--- src/rtl/apb4_regbank_pkg.sv ---
// Shared constants, FSM encoding and decode record for the APB4 register bank.
// Register offsets are byte addresses; CTRL carries only the wait-state field.
package apb4_regbank_pkg;

    localparam int ID_OFS       = 'h00;
    localparam int CTRL_OFS     = 'h04;
    localparam int WRCNT_OFS    = 'h08;
    localparam int SCRATCH_BASE = 'h10;

    localparam int WAIT_W = 4;
    localparam int DATA_W = 32;

    typedef enum logic {
        IDLE   = 1'b0,
        ACCESS = 1'b1
    } apb_state_e;

    typedef struct packed {
        logic is_id;
        logic is_ctrl;
        logic is_wrcnt;
        logic is_scr;
        logic err;
    } apb_dec_t;

endpackage

--- src/rtl/apb4_slave_ctrl.sv ---
// IDLE/ACCESS transfer FSM with a programmable wait counter; the wait count is
// latched at the setup edge so CTRL writes only affect the following transfer.
module apb4_slave_ctrl
    import apb4_regbank_pkg::*;
(
    input  logic              pclk,
    input  logic              presetn,
    input  logic              psel,
    input  logic              penable,
    input  logic [WAIT_W-1:0] wait_cfg,
    output logic              pready,
    output logic              commit
);

    apb_state_e        state, state_nxt;
    logic [WAIT_W-1:0] wait_lat, wait_cnt;
    logic              setup;

    assign setup = (state == IDLE) && psel && !penable;

    always_ff @(posedge pclk) begin
        if (!presetn) state <= IDLE;
        else          state <= state_nxt;
    end

    always_ff @(posedge pclk) begin
        if (!presetn) begin
            wait_lat <= '0;
            wait_cnt <= '0;
        end else if (setup) begin
            wait_lat <= wait_cfg;
            wait_cnt <= '0;
        end else if (state == ACCESS && !pready) begin
            wait_cnt <= wait_cnt + 1'b1;
        end
    end

    always_comb begin
        state_nxt = state;
        case (state)
            IDLE:    if (setup) state_nxt = ACCESS;
            ACCESS:  if (!psel || commit) state_nxt = IDLE;
            default: state_nxt = IDLE;
        endcase
    end

    always_comb begin
        pready = (state == ACCESS) && (wait_cnt == wait_lat);
        commit = pready && psel && penable;
    end

endmodule

--- src/rtl/apb4_slave_regbank.sv ---
// APB4 completer: ID, CTRL (wait states), write counter and byte-writable scratch
// registers; illegal accesses complete with pslverr and leave state untouched.
module apb4_slave_regbank
    import apb4_regbank_pkg::*;
#(
    parameter int          ADDR_WIDTH  = 12,
    parameter int          NUM_SCRATCH = 4,
    parameter logic [31:0] ID_VALUE    = 32'hA4B0_0001
) (
    input  logic                  pclk,
    input  logic                  presetn,
    input  logic [ADDR_WIDTH-1:0] paddr,
    input  logic [2:0]            pprot,
    input  logic                  psel,
    input  logic                  penable,
    input  logic                  pwrite,
    input  logic [DATA_W-1:0]     pwdata,
    input  logic [3:0]            pstrb,
    output logic                  pready,
    output logic [DATA_W-1:0]     prdata,
    output logic                  pslverr
);

    localparam int SIDX_W = (NUM_SCRATCH > 1) ? $clog2(NUM_SCRATCH) : 1;

    logic [WAIT_W-1:0]                  ctrl_wait;
    logic [DATA_W-1:0]                  wrcnt;
    logic [NUM_SCRATCH-1:0][DATA_W-1:0] scratch;
    logic [ADDR_WIDTH-1:0]              sofs;
    logic [SIDX_W-1:0]                  sidx;
    logic [DATA_W-1:0]                  rdata_mux;
    apb_dec_t                           dec;
    logic                               commit, wr_en;
    logic                               unused_ok;

    apb4_slave_ctrl u_ctrl (
        .pclk     (pclk),
        .presetn  (presetn),
        .psel     (psel),
        .penable  (penable),
        .wait_cfg (ctrl_wait),
        .pready   (pready),
        .commit   (commit)
    );

    always_comb begin
        sofs         = paddr - ADDR_WIDTH'(SCRATCH_BASE);
        sidx         = sofs[SIDX_W+1:2];
        dec          = '0;
        dec.is_id    = (paddr == ADDR_WIDTH'(ID_OFS));
        dec.is_ctrl  = (paddr == ADDR_WIDTH'(CTRL_OFS));
        dec.is_wrcnt = (paddr == ADDR_WIDTH'(WRCNT_OFS));
        dec.is_scr   = (paddr[1:0] == 2'b00) && (paddr >= ADDR_WIDTH'(SCRATCH_BASE))
                       && (sofs[ADDR_WIDTH-1:2] < (ADDR_WIDTH-2)'(NUM_SCRATCH));
        dec.err      = (paddr[1:0] != 2'b00)
                       || !(dec.is_id || dec.is_ctrl || dec.is_wrcnt || dec.is_scr)
                       || (pwrite && (dec.is_id || dec.is_wrcnt));
    end

    assign wr_en     = commit && pwrite && !dec.err;
    assign unused_ok = ^{pprot, sofs[1:0]};

    always_ff @(posedge pclk) begin
        if (!presetn) begin
            ctrl_wait <= '0;
            wrcnt     <= '0;
        end else if (wr_en) begin
            wrcnt <= wrcnt + 1'b1;
            if (dec.is_ctrl && pstrb[0]) ctrl_wait <= pwdata[WAIT_W-1:0];
        end
    end

    for (genvar i = 0; i < NUM_SCRATCH; i++) begin : g_scr
        always_ff @(posedge pclk) begin
            if (!presetn) begin
                scratch[i] <= '0;
            end else if (wr_en && dec.is_scr && sidx == SIDX_W'(i)) begin
                for (int b = 0; b < 4; b++)
                    if (pstrb[b]) scratch[i][8*b +: 8] <= pwdata[8*b +: 8];
            end
        end
    end

    always_comb begin
        rdata_mux = '0;
        if (dec.is_id)    rdata_mux = ID_VALUE;
        if (dec.is_ctrl)  rdata_mux = {{(DATA_W-WAIT_W){1'b0}}, ctrl_wait};
        if (dec.is_wrcnt) rdata_mux = wrcnt;
        if (dec.is_scr)   rdata_mux = scratch[sidx];
    end

    // Error and data only surface in the completing cycle.
    assign pslverr = pready && dec.err;
    assign prdata  = (pready && !dec.err) ? rdata_mux : '0;

endmodule

--- config.mk ---
export PLATFORM = sky130hd
export DESIGN_NAME = apb4_slave_regbank
export DESIGN_NICKNAME = d
export VERILOG_FILES = /design/src/rtl/apb4_regbank_pkg.sv /design/src/rtl/apb4_slave_ctrl.sv /design/src/rtl/apb4_slave_regbank.sv
export SDC_FILE = /design/constraint.sdc
export NUM_CORES = 1
export LEC_CHECK = 0
export ABC_AREA = 0
export BUFFER_PORTS_ARGS = -buffer_cell sky130_fd_sc_hd__buf_2
export CORE_MARGIN = 5
export CORE_UTILIZATION = 51
export DETAILED_ROUTE_END_ITERATION = 10
export HOLD_SLACK_MARGIN = 0.12
export PLACE_DENSITY = 0.71
export SLEW_MARGIN = 20
export SYNTH_ARGS = -nofsm -noshare
export SYNTH_HDL_FRONTEND = slang
export SYNTH_HIERARCHICAL = 1
export SYNTH_SLANG_ARGS = --single-unit
--- constraint.sdc ---
create_clock -name pclk -period 4.2 [get_ports pclk]
set_input_delay 0.84 -clock pclk [delete_from_list [all_inputs] [get_ports pclk]]
set_output_delay 0.84 -clock pclk [all_outputs]
set_load 0.02 [all_outputs]
# Word level (Yosys, flattened, before mapping)
# Cells that the tools add are included.
# classes
order_cmp	3
bitwise_logic	2
n_addsub	3
muxes	10
eq_ne	6
n_reduce_logical	53
# ops
op	count
2-to-1 mux 32 bit	6
binary-select mux 32 bit (select 2 bit)	1
AND reduction 2 bit	17
adder 32 x 1 -> 32 bit, second input constant	1
logical AND 1 bit	19
== test 12 x 3 -> 1 bit, second input constant	1
== test 12 x 4 -> 1 bit, second input constant	1
>= comparator 12 x 5 -> 1 bit, second input constant	1
zero test 12 bit	1
subtractor 12 x 5 -> 12 bit, second input constant	1
< comparator 10 x 3 -> 1 bit, second input constant	1
logical OR 1 bit	7
zero test 1 bit	5
adder 4 x 1 -> 4 bit, second input constant	1
== test 2 bit, second input constant	2
== test 4 bit	1
zero test 2 bit	2
< comparator 2 x 3 -> 1 bit, second input constant	1
== test 2 x 1 -> 1 bit, second input constant	1
2-to-1 mux 1 bit	2
inverter 1 bit	2
one-hot mux 1 bit (2 select lines)	1
nonzero test 2 bit	1
OR reduction 2 bit	1
# word_totals
output_inout_bits	34
input_bits	56
ff_bits	173

# Logic depth before layout (Yosys ltp)
# Gate-level depths: netlist of the first run.
# depth
depth_word	12
ltp_mapped	11
mapped_depth_nobuf	9

# Hierarchy
# The synthesis of the first run kept the hierarchy.
# modules_own_cells
module	area_each_um2	seq_area_each_um2	cells_per_inst	instances
apb4_slave_regbank	7802.5	3283.1	831	1
apb4_slave_ctrl	462.9	180.2	44	1

# Worst setup path before layout of the first run
# No wires, ideal clock.
# synth_timing
kind	input-to-output
start	input paddr[7]
end	output prdata[20]
t_arrival_ps	2476
n_path_buf	3
path_stages	8
required_time_ps	3360
setup_slack_ps	884
path_cell_list	nor4_4 > nand2_1 > nor2_1 > clkbuf_1 > buf_2 > buf_2 > nand2_1 > a21oi_1
# synth_via
elab_chain_len	10
word_cells_on_any_way	23
cone_classes	add/sub: 1; order compare: 2; eq/ne: 2; mux: 5; reduce/logical: 13
# synth_rtl
element	line	rtl
from (decl)	apb4_slave_regbank.sv:12	input logic [ADDR_WIDTH-1:0] paddr,
subtractor 12 x 5 -> 12 bit, or another cell as far along	apb4_slave_regbank.sv:47	sofs = paddr - ADDR_WIDTH'(SCRATCH_BASE);
< comparator 10 x 3 -> 1 bit, or another cell as far along	apb4_slave_regbank.sv:54	&& (sofs[ADDR_WIDTH-1:2] < (ADDR_WIDTH-2)'(NUM_SCRATCH));
logical AND 1 bit / logical OR 1 bit (equally long branches)	apb4_slave_regbank.sv:54, apb4_slave_regbank.sv:56	
logical OR 1 bit	apb4_slave_regbank.sv:56	|| !(dec.is_id || dec.is_ctrl || dec.is_wrcnt || dec.is_scr)
zero test 1 bit	apb4_slave_regbank.sv:56	
logical OR 1 bit	apb4_slave_regbank.sv:56	
logical OR 1 bit	apb4_slave_regbank.sv:57	|| (pwrite && (dec.is_id || dec.is_wrcnt));
zero test 1 bit	apb4_slave_regbank.sv:94	assign prdata = (pready && !dec.err) ? rdata_mux : '0;
logical AND 1 bit	apb4_slave_regbank.sv:94	
2-to-1 mux 32 bit (*)	apb4_slave_regbank.sv:94	
to (decl)	apb4_slave_regbank.sv:20	output logic [DATA_W-1:0] prdata,
# Mark *: on every way between the ends. The rest lies on a longest branch, timed or not.

# Worst setup path in the final report of the first run
# layout_timing
start	input paddr[1]
end	output prdata[25]
# layout_via
elab_chain_len	10
word_cells_on_any_way	26
cone_classes	add/sub: 1; order compare: 2; eq/ne: 2; mux: 6; reduce/logical: 15
# layout_rtl
element	line
subtractor 12 x 5 -> 12 bit, or another cell as far along	apb4_slave_regbank.sv:47
< comparator 10 x 3 -> 1 bit, or another cell as far along	apb4_slave_regbank.sv:54
logical AND 1 bit / logical OR 1 bit (equally long branches)	apb4_slave_regbank.sv:54, apb4_slave_regbank.sv:56
logical OR 1 bit	apb4_slave_regbank.sv:56
zero test 1 bit	apb4_slave_regbank.sv:56
logical OR 1 bit	apb4_slave_regbank.sv:56
logical OR 1 bit	apb4_slave_regbank.sv:57
zero test 1 bit	apb4_slave_regbank.sv:94
logical AND 1 bit	apb4_slave_regbank.sv:94
2-to-1 mux 32 bit (*)	apb4_slave_regbank.sv:94
# Mark *: on every way between the ends. The rest lies on a longest branch, timed or not. The select of a mux whose other input is x is not followed.

==> impl_metrics.csv, run 1 <==
group,metric,value,unit
run_status,status,"complete, no violations",
hold_path,hold_end,"scratch[68]$_SDFFE_PN0P_",
global_routing,track_usage,22.3,%
clock_tree,root_buffer,"clkbuf_16",
timing,clock_skew,0.0138,ns
setup_path,path_buf_inv,4,
clock_tree,path_clk_slew,0.06,ns
timing,hold_violations,0,
timing,maxSlewViolCount,0,
setup_path,reg2reg_to,"wrcnt[27]$_SDFFE_PN0P_",
final_layout,area_growth,13.6,%
place,place_area,0.00885,mm²
routing,wl_met2,9390,µm
clock_tree,clockBufferDepth,2,
routing,drc_errors,0,
final_layout,fin_util,59.1,%
final_layout,seq_area,0.00346,mm²
final_layout,final_design_area_no_fill,0.00939,mm²
timing,timing.fmax,0.278,GHz
synthesis,synth_nets,933,
setup_path,crit_type,"input port to output pin",
synthesis,synth_top_flop_cell,"dfxtp_1",
synthesis,synth_edf_count,0,
synthesis,synth_compound_gate_area_share,7.18,%
clock_tree,cts_buffers,17,
synthesis,synthAdderAreaFrac,0.303,%
hold_path,hold_path_class,"flop to flop",
die,io_pins,90,
timing,min_period,3.60,ns
setup_path,crit_path_end_kind,"output pin",
flow_run,maxCapViolCount,0,
setup_path,worst_ep_required_time,3.36,ns
timing,tightest_slew,0.922,ns
global_routing,antenna_found_initial,1,
routing,routedWlPerCell,17.4,µm
clock_tree,h-tree-depth,4,
synthesis,synth_cell_types,48,
power_and_ir_drop,p_leak,3.20,nW
clock_tree,cts-resized-gates,0,
clock_tree,clock_sinks,173,
synthesis,yosys.area_share.simple,20.0,%
final_layout,final_cells,1161,
place,portBuffers,86,
setup_path,critPathMaxFanout,13,
final_layout,finalNetCount,990,
global_routing,grt_pass1_wl,33100,µm
synthesis,yosysSeqAreaShare,41.9,%
timing,rsz0062_at_grt,"no",
routing,drt_pre_antenna_iters,5,
routing,dr.first_iter.drc_count,582,
synthesis,syn_area,0.00827,mm²
final_layout,n_fill_cell,1401,
die,die_w,137,µm
setup_path,path_cells,"buf_2 > nor3_2 > nand3_1 > buf_4 > nor2_1 > nand2_1 > buf_4 > nor2_1 > buf_2",
die,core-area,0.0159,mm²
final_layout,drive_gt1_share,18.8,%
setup_path,r2r_start,"u_ctrl/wait_cnt[0]$_SDFFE_PP0P_",
clock_tree,ctsHoldBuffers,0,
setup_path,cp_slowest_stage_delay,0.41,ns
synthesis,synth_top_family_by_area,"multiplexers",
routing,wl_met3,1320,µm
clock_tree,clock_latency,0.43,ns
synthesis,syn_inst,875,
synthesis,ys_seq_elements,173,
place,dpl.hpwl,13900,µm
final_layout,multi_input_area,0.00449,mm²
routing,met1Wirelength,9230,µm
synthesis,yosys-top-cells-area,"dfxtp_1, mux2i_1, mux4_2",
synthesis,yosys_warnings,6,
global_routing,overflow,0,
synthesis,postSynth.asyncResetShare,0,%
setup_path,ff2ff_path_depth,9,
synthesis,synthDominantCellAreaShare,41.9,%
synthesis,synthMuxAreaShare,24.6,%
timing,tns,0,ns
synthesis,synth.avg_cell_area,9.45,µm²
die,initial_utilization,52.0,%
power_and_ir_drop,power_density,345,mW/mm²
hold_path,min_path_cells,2,
die,dieHeight,137,µm
setup_path,reg2reg_setup_slack,1.09,ns
power_and_ir_drop,peakVddDrop,0.299,mV
routing,ant_nets,0,
die,dieArea,0.0189,mm²
timing,setup_viol,0,
synthesis,yosysTopAreaCell,"dfxtp_1",
setup_path,cp_top_family,"simple AND/OR/NAND/NOR gates",
global_routing,grt_max_degree,182,
routing,routed_wl,20300,µm
timing,fin_crit_sh,85.6,%
routing,dr.max_layer_used,"met5",
routing,via_per_inst,5.70,
synthesis,synth_xor_xnor_area_share,2.18,%
clock_tree,cts_setup_buffers,0,
routing,vias,6617,
hold_path,min_from,"scratch[68]$_SDFFE_PN0P_",
clock_tree,cts_tree,"done",
place,dpl.cell_count,1129,
global_routing,grt_pass1_vias,6435,
place,place_congestion,0.829,
die,num_rows,46,
setup_path,start_kind,"input port",
power_and_ir_drop,power,3.24,mW
setup_path,slowest_stage,"nor3_2",
setup_path,cp.arrival,2.76,ns
timing,slew-limit-headroom,38.5,%
## layout by cell type, fill, tap and decap left out, drive strengths merged, types with 4 or more instances in the layout
cell type,instances
nor3,10
dfxtp,173
o311ai,5
nor2b,10
xor2,5
nand2,185
o41ai,6
clkinv,7
clkbuf,20
a21oi,23
and3,16
mux4,32
nand4,14
o21ai,27
a22oi,25
and2,4
nand2b,8
nor2,54
inv,10
nand3,19
nor4,14
buf,102
xnor2,13
mux2i,131
or3,9
## through the flow
step / setup WS, ns / hold slack, ns
2_1_floorplan: 0.884 / 0.432
3_3_place_gp: 0.623 / 0.440
3_5_place_dp: 0.615 / 0.444
4_1_cts: 0.606 / 0.456
5_1_grt: 0.447 / 0.471
6_report: 0.605 / 0.454
## synth_stat cells, types with 9 or more instances
cell,n
nand2_1,185
dfxtp_1,173
mux2i_1,131
nor2_1,54
clkbuf_1,33
mux4_2,32
o21ai_0,27
a22oi_1,25
buf_2,25
a21oi_1,23
nand3_1,19
and3_1,16
nand4_1,14
xnor2_1,13
nor4_1,12
nor2b_1,10
inv_1,9
or3_1,9
## how the worst max path moves through the flow
stage | slack (ns) | endpoint | from | cells after the start
after floorplan | 0.88 | prdata[20] | paddr[7] | 8
after global placement | 0.62 | prdata[25] | paddr[1] | 9
after detailed placement | 0.62 | prdata[25] | paddr[1] | 9
after CTS | 0.61 | prdata[25] | paddr[1] | 9
after global routing | 0.45 | prdata[25] | paddr[1] | 9
final | 0.60 | prdata[25] | paddr[1] | 9
## layout make-up
cell class              instances  area share, %
inverters                       9          0.360
flip-flops and latches        173           36.9
diodes                          1         0.0267
clock buffers                  20           4.65
repair buffers                102           6.29
clock inverters                11           1.03
well taps                     216           2.88
multi-input cells             629           47.9
## worst reg2reg max path: stages (launching register included)
cell and delay [ns]:
dfxtp_1 0.44, xor2_2 0.13, nor4_1 0.28, and2_1 0.25, and3_1 0.33, and2_1 0.31
nand4_1 0.12, or4_4 0.54, o311ai_0 0.41, o41ai_1 0.15
## power by group
part / leakage (nW) / switching (mW) / internal, mW
clock network: 0.260 / 0.641 / 0.810
registers: 1.39 / 0.000498 / 1.64
logic: 1.55 / 0.0965 / 0.0493
total: 3.20 / 0.738 / 2.50
## per-layer routing
metal  GRT usage, %  vias up
li1               -     3214
met5              0        -
met3           6.36       29
met4           6.32        2
met2           35.2      167
met1           30.0     3205
## registers in the layout, summed over array words and instances (netlist names)
signal           cells
ctrl_wait            4
scratch            128
u_ctrl/state         1
u_ctrl/wait_cnt      4
u_ctrl/wait_lat      4
wrcnt               32
## logic make-up (layout without fill, tap and decap cells)
kind of cell	Yosys count	after routing
adder cells (fa/ha/maj)	2	2
AO/OA/AOI/OAI	91	91
other	0	1
flip-flops	173	173
multiplexers	163	163
AND/OR/NAND/NOR	355	355
XOR/XNOR	18	18
buffers and inverters	73	142
Note: power is estimated with default switching activity, not from simulation.
==> run 2: changes to the inputs <==
CELL_PAD_IN_SITES_DETAIL_PLACEMENT = 1   (was default)
CELL_PAD_IN_SITES_GLOBAL_PLACEMENT = 2   (was default)
CORE_UTILIZATION = 40   (was 51)
MAX_ROUTING_LAYER = met4   (was default)
PLACE_DENSITY = default   (was 0.71)
PLACE_DENSITY_LB_ADDON = 0.1   (was default)
==> impl_metrics.csv, run 2 (synthesis gave the netlist of run 1 again) <==
group,metric,value,unit
final_layout,drive_gt1_share,19.1,%
die,initial_utilization,40.7,%
clock_tree,cts_buffers,17,
timing,clock_skew,0.0100,ns
timing,tightest_slew,0.789,ns
final_layout,final_common_cell,"nand2_1",
final_layout,area_growth,15.6,%
timing,maxSlewViolCount,0,
power_and_ir_drop,power,3.45,mW
routing,via_per_inst,5.51,
clock_tree,root_buffer,"clkbuf_16",
timing,slew-limit-headroom,47.4,%
timing,min_period,3.65,ns
hold_path,hold_path_class,"flop to flop",
setup_path,critPathMaxFanout,17,
routing,drt_pre_antenna_iters,4,
setup_path,crit_path_end_kind,"output pin",
clock_tree,ctsHoldBuffers,0,
die,dieArea,0.0236,mm²
power_and_ir_drop,power_density,361,mW/mm²
die,num_rows,52,
setup_path,worst_ep_required_time,3.36,ns
place,place_congestion,0.863,
timing,setup_viol,0,
clock_tree,clockBufferDepth,2,
place,portBuffers,86,
global_routing,grt_max_degree,183,
clock_tree,cts_setup_buffers,0,
timing,layout_setup_ws,0.546,ns
clock_tree,path_clk_slew,0.07,ns
place,dp_slack,0.546,ns
clock_tree,h-tree-depth,4,
setup_path,cp.arrival,2.81,ns
routing,drc_errors,0,
routing,dr.first_iter.drc_count,276,
die,core-area,0.0203,mm²
place,dpl.hpwl,17700,µm
timing,fin_crit_sh,87.0,%
final_layout,largest_reg_flops,128,
final_layout,top_register,"scratch",
run_status,status,"complete, no violations",
global_routing,grt_pass1_vias,7405,
timing,rsz0062_at_grt,"no",
die,dieHeight,154,µm
clock_tree,cts_tree,"done",
final_layout,most-common-layout-cells,"nand2_1, dfxtp_1, mux2i_1",
global_routing,track_usage,21.7,%
final_layout,finalNetCount,991,
power_and_ir_drop,peakVddDrop,0.258,mV
global_routing,overflow,0,
final_layout,n_fill_cell,2359,
clock_tree,cts-resized-gates,0,
routing,ant_nets,0,
power_and_ir_drop,p_leak,3.25,nW
setup_path,start_kind,"input port",
clock_tree,clock_latency,0.43,ns
routing,vias,6709,
timing,timing.fmax,0.274,GHz
die,die_w,154,µm
final_layout,reg_top3,"scratch x128, wrcnt x32",
flow_run,maxCapViolCount,0,
setup_path,crit_type,"input port to output pin",
global_routing,grt_pass1_wl,40200,µm
clock_tree,clock_sinks,173,
global_routing,antenna_found_initial,1,
die,io_pins,90,
timing,hold_violations,0,
timing,tns,0,ns
routing,routedWlPerCell,20.4,µm
routing,routed_wl,24900,µm
[run 2: worst paths after layout]
check / cells after the start / slack (ns) / end / from
setup reg to reg: 10 / 1.11 / scratch[7]$_SDFFE_PN0P_ / u_ctrl/wait_cnt[1]$_SDFFE_PP0P_
setup / recovery: 6 / 0.55 / prdata[28] / paddr[3]
hold / removal: 2 / 0.46 / scratch[123]$_SDFFE_PN0P_ / scratch[123]$_SDFFE_PN0P_
hold reg to reg: 2 / 0.46 / scratch[123]$_SDFFE_PN0P_ / scratch[123]$_SDFFE_PN0P_
[run 2: layer usage]
| layer | wire length [µm] | up-vias | track usage, % |
|---|---|---|---|
| met5 | 0 | - | - |
| met3 | 809 | 26 | 3.40 |
| met2 | 12200 | 110 | 36.3 |
| li1 | - | 3215 | - |
| met4 | 328 | 0 | 5.51 |
| met1 | 11500 | 3358 | 27.7 |
[run 2: power by group]
| part | total (mW) | internal [mW] | leakage (nW) | switching (mW) |
|---|---|---|---|---|
| Sequential | 1.64 | 1.64 | 1.39 | 0.000542 |
| Combinational | 0.152 | 0.0504 | 1.56 | 0.102 |
| Clock | 1.66 | 0.951 | 0.295 | 0.709 |
[run 2: worst max-delay path, cell delays in order]
cell and delay, ns:
buf_2 0.50, buf_4 0.40, mux4_2 0.58, a22oi_1 0.21, nor2_1 0.09, buf_2 0.17
[run 2: metrics by stage]
step	util, %	area, µm²	instances	hold WS [ns]
floorplan	-	8270	875	0.432
global placement	44.0	8940	1184	0.439
detailed placement	44.0	8940	1184	0.448
CTS	47.0	9550	1216	0.462
global route	47.1	9550	1217	0.475
finish	47.1	9550	1217	0.459
[run 2: area by class of cell]
class / instances / area [µm²] / share of cell area [%]
diodes: 1 / 2.50 / 0.0262
multi-input cells: 629 / 4490 / 47.0
clock buffers: 18 / 429 / 4.49
repair buffers: 103 / 611 / 6.39
inverters: 9 / 33.8 / 0.354
flip-flops and latches: 173 / 3460 / 36.3
clock inverters: 14 / 181 / 1.90
well taps: 270 / 338 / 3.54
==> run 3: changes to the inputs <==
RECOVER_POWER = 100   (was default)
==> impl_metrics.csv, run 3 (synthesis gave the netlist of run 1 again) <==
group,metric,value,unit
routing,dr.first_iter.drc_count,258,
global_routing,track_usage,21.7,%
global_routing,overflow,0,
clock_tree,cts_tree,"done",
setup_path,path_cells,"buf_2 > mux2i_1 > nor2_1 > clkbuf_1 > nor2_1 > nand2_1 > clkbuf_1 > nor2_1 > clkbuf_1",
die,io_pins,90,
final_layout,finalNetCount,991,
clock_tree,ctsHoldBuffers,0,
power_and_ir_drop,peakVddDrop,0.255,mV
timing,fin_crit_sh,89.7,%
die,num_rows,52,
clock_tree,clockBufferDepth,2,
power_and_ir_drop,p_leak,3.08,nW
setup_path,crit_type,"input port to output pin",
routing,drc_errors,0,
setup_path,critPathMaxFanout,17,
clock_tree,cts-resized-gates,0,
flow_run,maxCapViolCount,2,
clock_tree,cts_buffers,17,
final_layout,top_register,"scratch",
clock_tree,path_clk_slew,0.07,ns
clock_tree,h-tree-depth,4,
setup_path,worst_ep_required_time,3.36,ns
timing,tightest_slew,1.95,ns
timing,setup_viol,0,
final_layout,reg_top3,"scratch x128, wrcnt x32",
run_status,violations,"max-capacitance violations, max-slew violations",
run_status,status,"finished, violations left",
hold_path,hold_path_class,"flop to flop",
timing,layout_setup_ws,0.432,ns
setup_path,slowest_stage,"buf_2",
power_and_ir_drop,power_density,365,mW/mm²
place,portBuffers,86,
routing,drt_pre_antenna_iters,4,
setup_path,path_buf_inv,4,
setup_path,start_kind,"input port",
setup_path,cp_slowest_stage_delay,0.47,ns
setup_path,cp.arrival,2.93,ns
place,dp_slack,0.546,ns
timing,min_period,3.77,ns
timing,rsz0062_at_grt,"no",
timing,maxSlewViolCount,192,
final_layout,n_fill_cell,2373,
clock_tree,cts_setup_buffers,0,
timing,tns,0,ns
die,die_w,154,µm
routing,ant_nets,0,
global_routing,grt_pass1_wl,40200,µm
routing,routed_wl,25000,µm
clock_tree,clock_sinks,173,
clock_tree,clock_latency,0.42,ns
timing,hold_violations,0,
final_layout,drive_gt1_share,15.1,%
place,place_congestion,0.863,
routing,via_per_inst,5.51,
timing,clock_skew,0.0112,ns
timing,hold_ws,0.459,ns
final_layout,most-common-layout-cells,"nand2_1, dfxtp_1, mux2i_1",
setup_path,cp_top_family,"buffers and inverters",
routing,vias,6710,
setup_path,crit_path_end_kind,"output pin",
die,initial_utilization,40.7,%
global_routing,grt_max_degree,183,
global_routing,antenna_found_initial,1,
timing,timing.fmax,0.265,GHz
final_layout,final_common_cell,"nand2_1",
global_routing,grt_pass1_vias,7405,
final_layout,area_growth,14.4,%
die,core-area,0.0203,mm²
timing,slew-limit-headroom,-29.7,%
die,dieHeight,154,µm
die,dieArea,0.0236,mm²
place,dpl.hpwl,17700,µm
final_layout,largest_reg_flops,128,
clock_tree,root_buffer,"clkbuf_16",
routing,routedWlPerCell,20.5,µm
==> run 3: changes by cell type in the layout (fill, tap and decap cells not counted), sizes merged <==
cell    delta
clkbuf    +36
buf       -36
==> run 3: worst paths after layout <==
check,slack [ns],startpoint,to,cells after the start
worst max-delay path,0.43,paddr[3],prdata[12],9
worst max register to register,0.58,u_ctrl/wait_cnt[0]$_SDFFE_PP0P_,scratch[70]$_SDFFE_PN0P_,8
worst min register to register,0.46,scratch[123]$_SDFFE_PN0P_,scratch[123]$_SDFFE_PN0P_,2
worst min-delay path,0.46,scratch[123]$_SDFFE_PN0P_,scratch[123]$_SDFFE_PN0P_,2
==> run 3: per-stage QoR <==
stage | cells | instance area [µm²] | power [mW] | util [%]
after floorplan | 875 | 8270 | 1.76 | -
after global placement | 1184 | 8940 | 1.82 | 44.0
after detailed placement | 1184 | 8940 | 1.83 | 44.0
after CTS | 1216 | 9550 | 3.48 | 47.0
after global routing | 1217 | 9460 | 3.56 | 46.6
final | 1217 | 9460 | 3.45 | 46.6
==> run 3: worst register-to-register path, stage by stage, from the launching register on <==
cell      delay [ns]
dfxtp_1         0.43
xor2_2          0.13
nor4_1          0.29
and2_0          0.29
and3_1          0.27
nand2_1         0.07
clkbuf_1        0.30
nor3_1          1.42
mux2i_1         0.23
==> run 3: report_power, final <==
part,internal (mW),switching (mW),total [mW]
sequential,1.64,0.000542,1.64
clock,0.951,0.709,1.66
combinational,0.0487,0.101,0.150
==> run 3: layout make-up <==
cell class                      count  area, µm²  share of cell area [%]
Tap cell                          270        338                    3.57
Timing Repair Buffer              103        539                    5.70
Clock inverter                     14        181                    1.92
Inverter                            9       33.8                   0.357
Sequential cell                   173       3460                    36.6
Multi-Input combinational cell    629       4470                    47.3
Antenna cell                        1       2.50                  0.0265
Clock buffer                       18        429                    4.54
==> run 3: routing by layer <==
metal / vias up / wire length, µm / track usage [%]
met5: - / 0 / -
met1: 3373 / 11500 / 27.7
met2: 100 / 12400 / 36.3
li1: 3213 / - / -
met3: 24 / 802 / 3.40
met4: 0 / 297 / 5.51
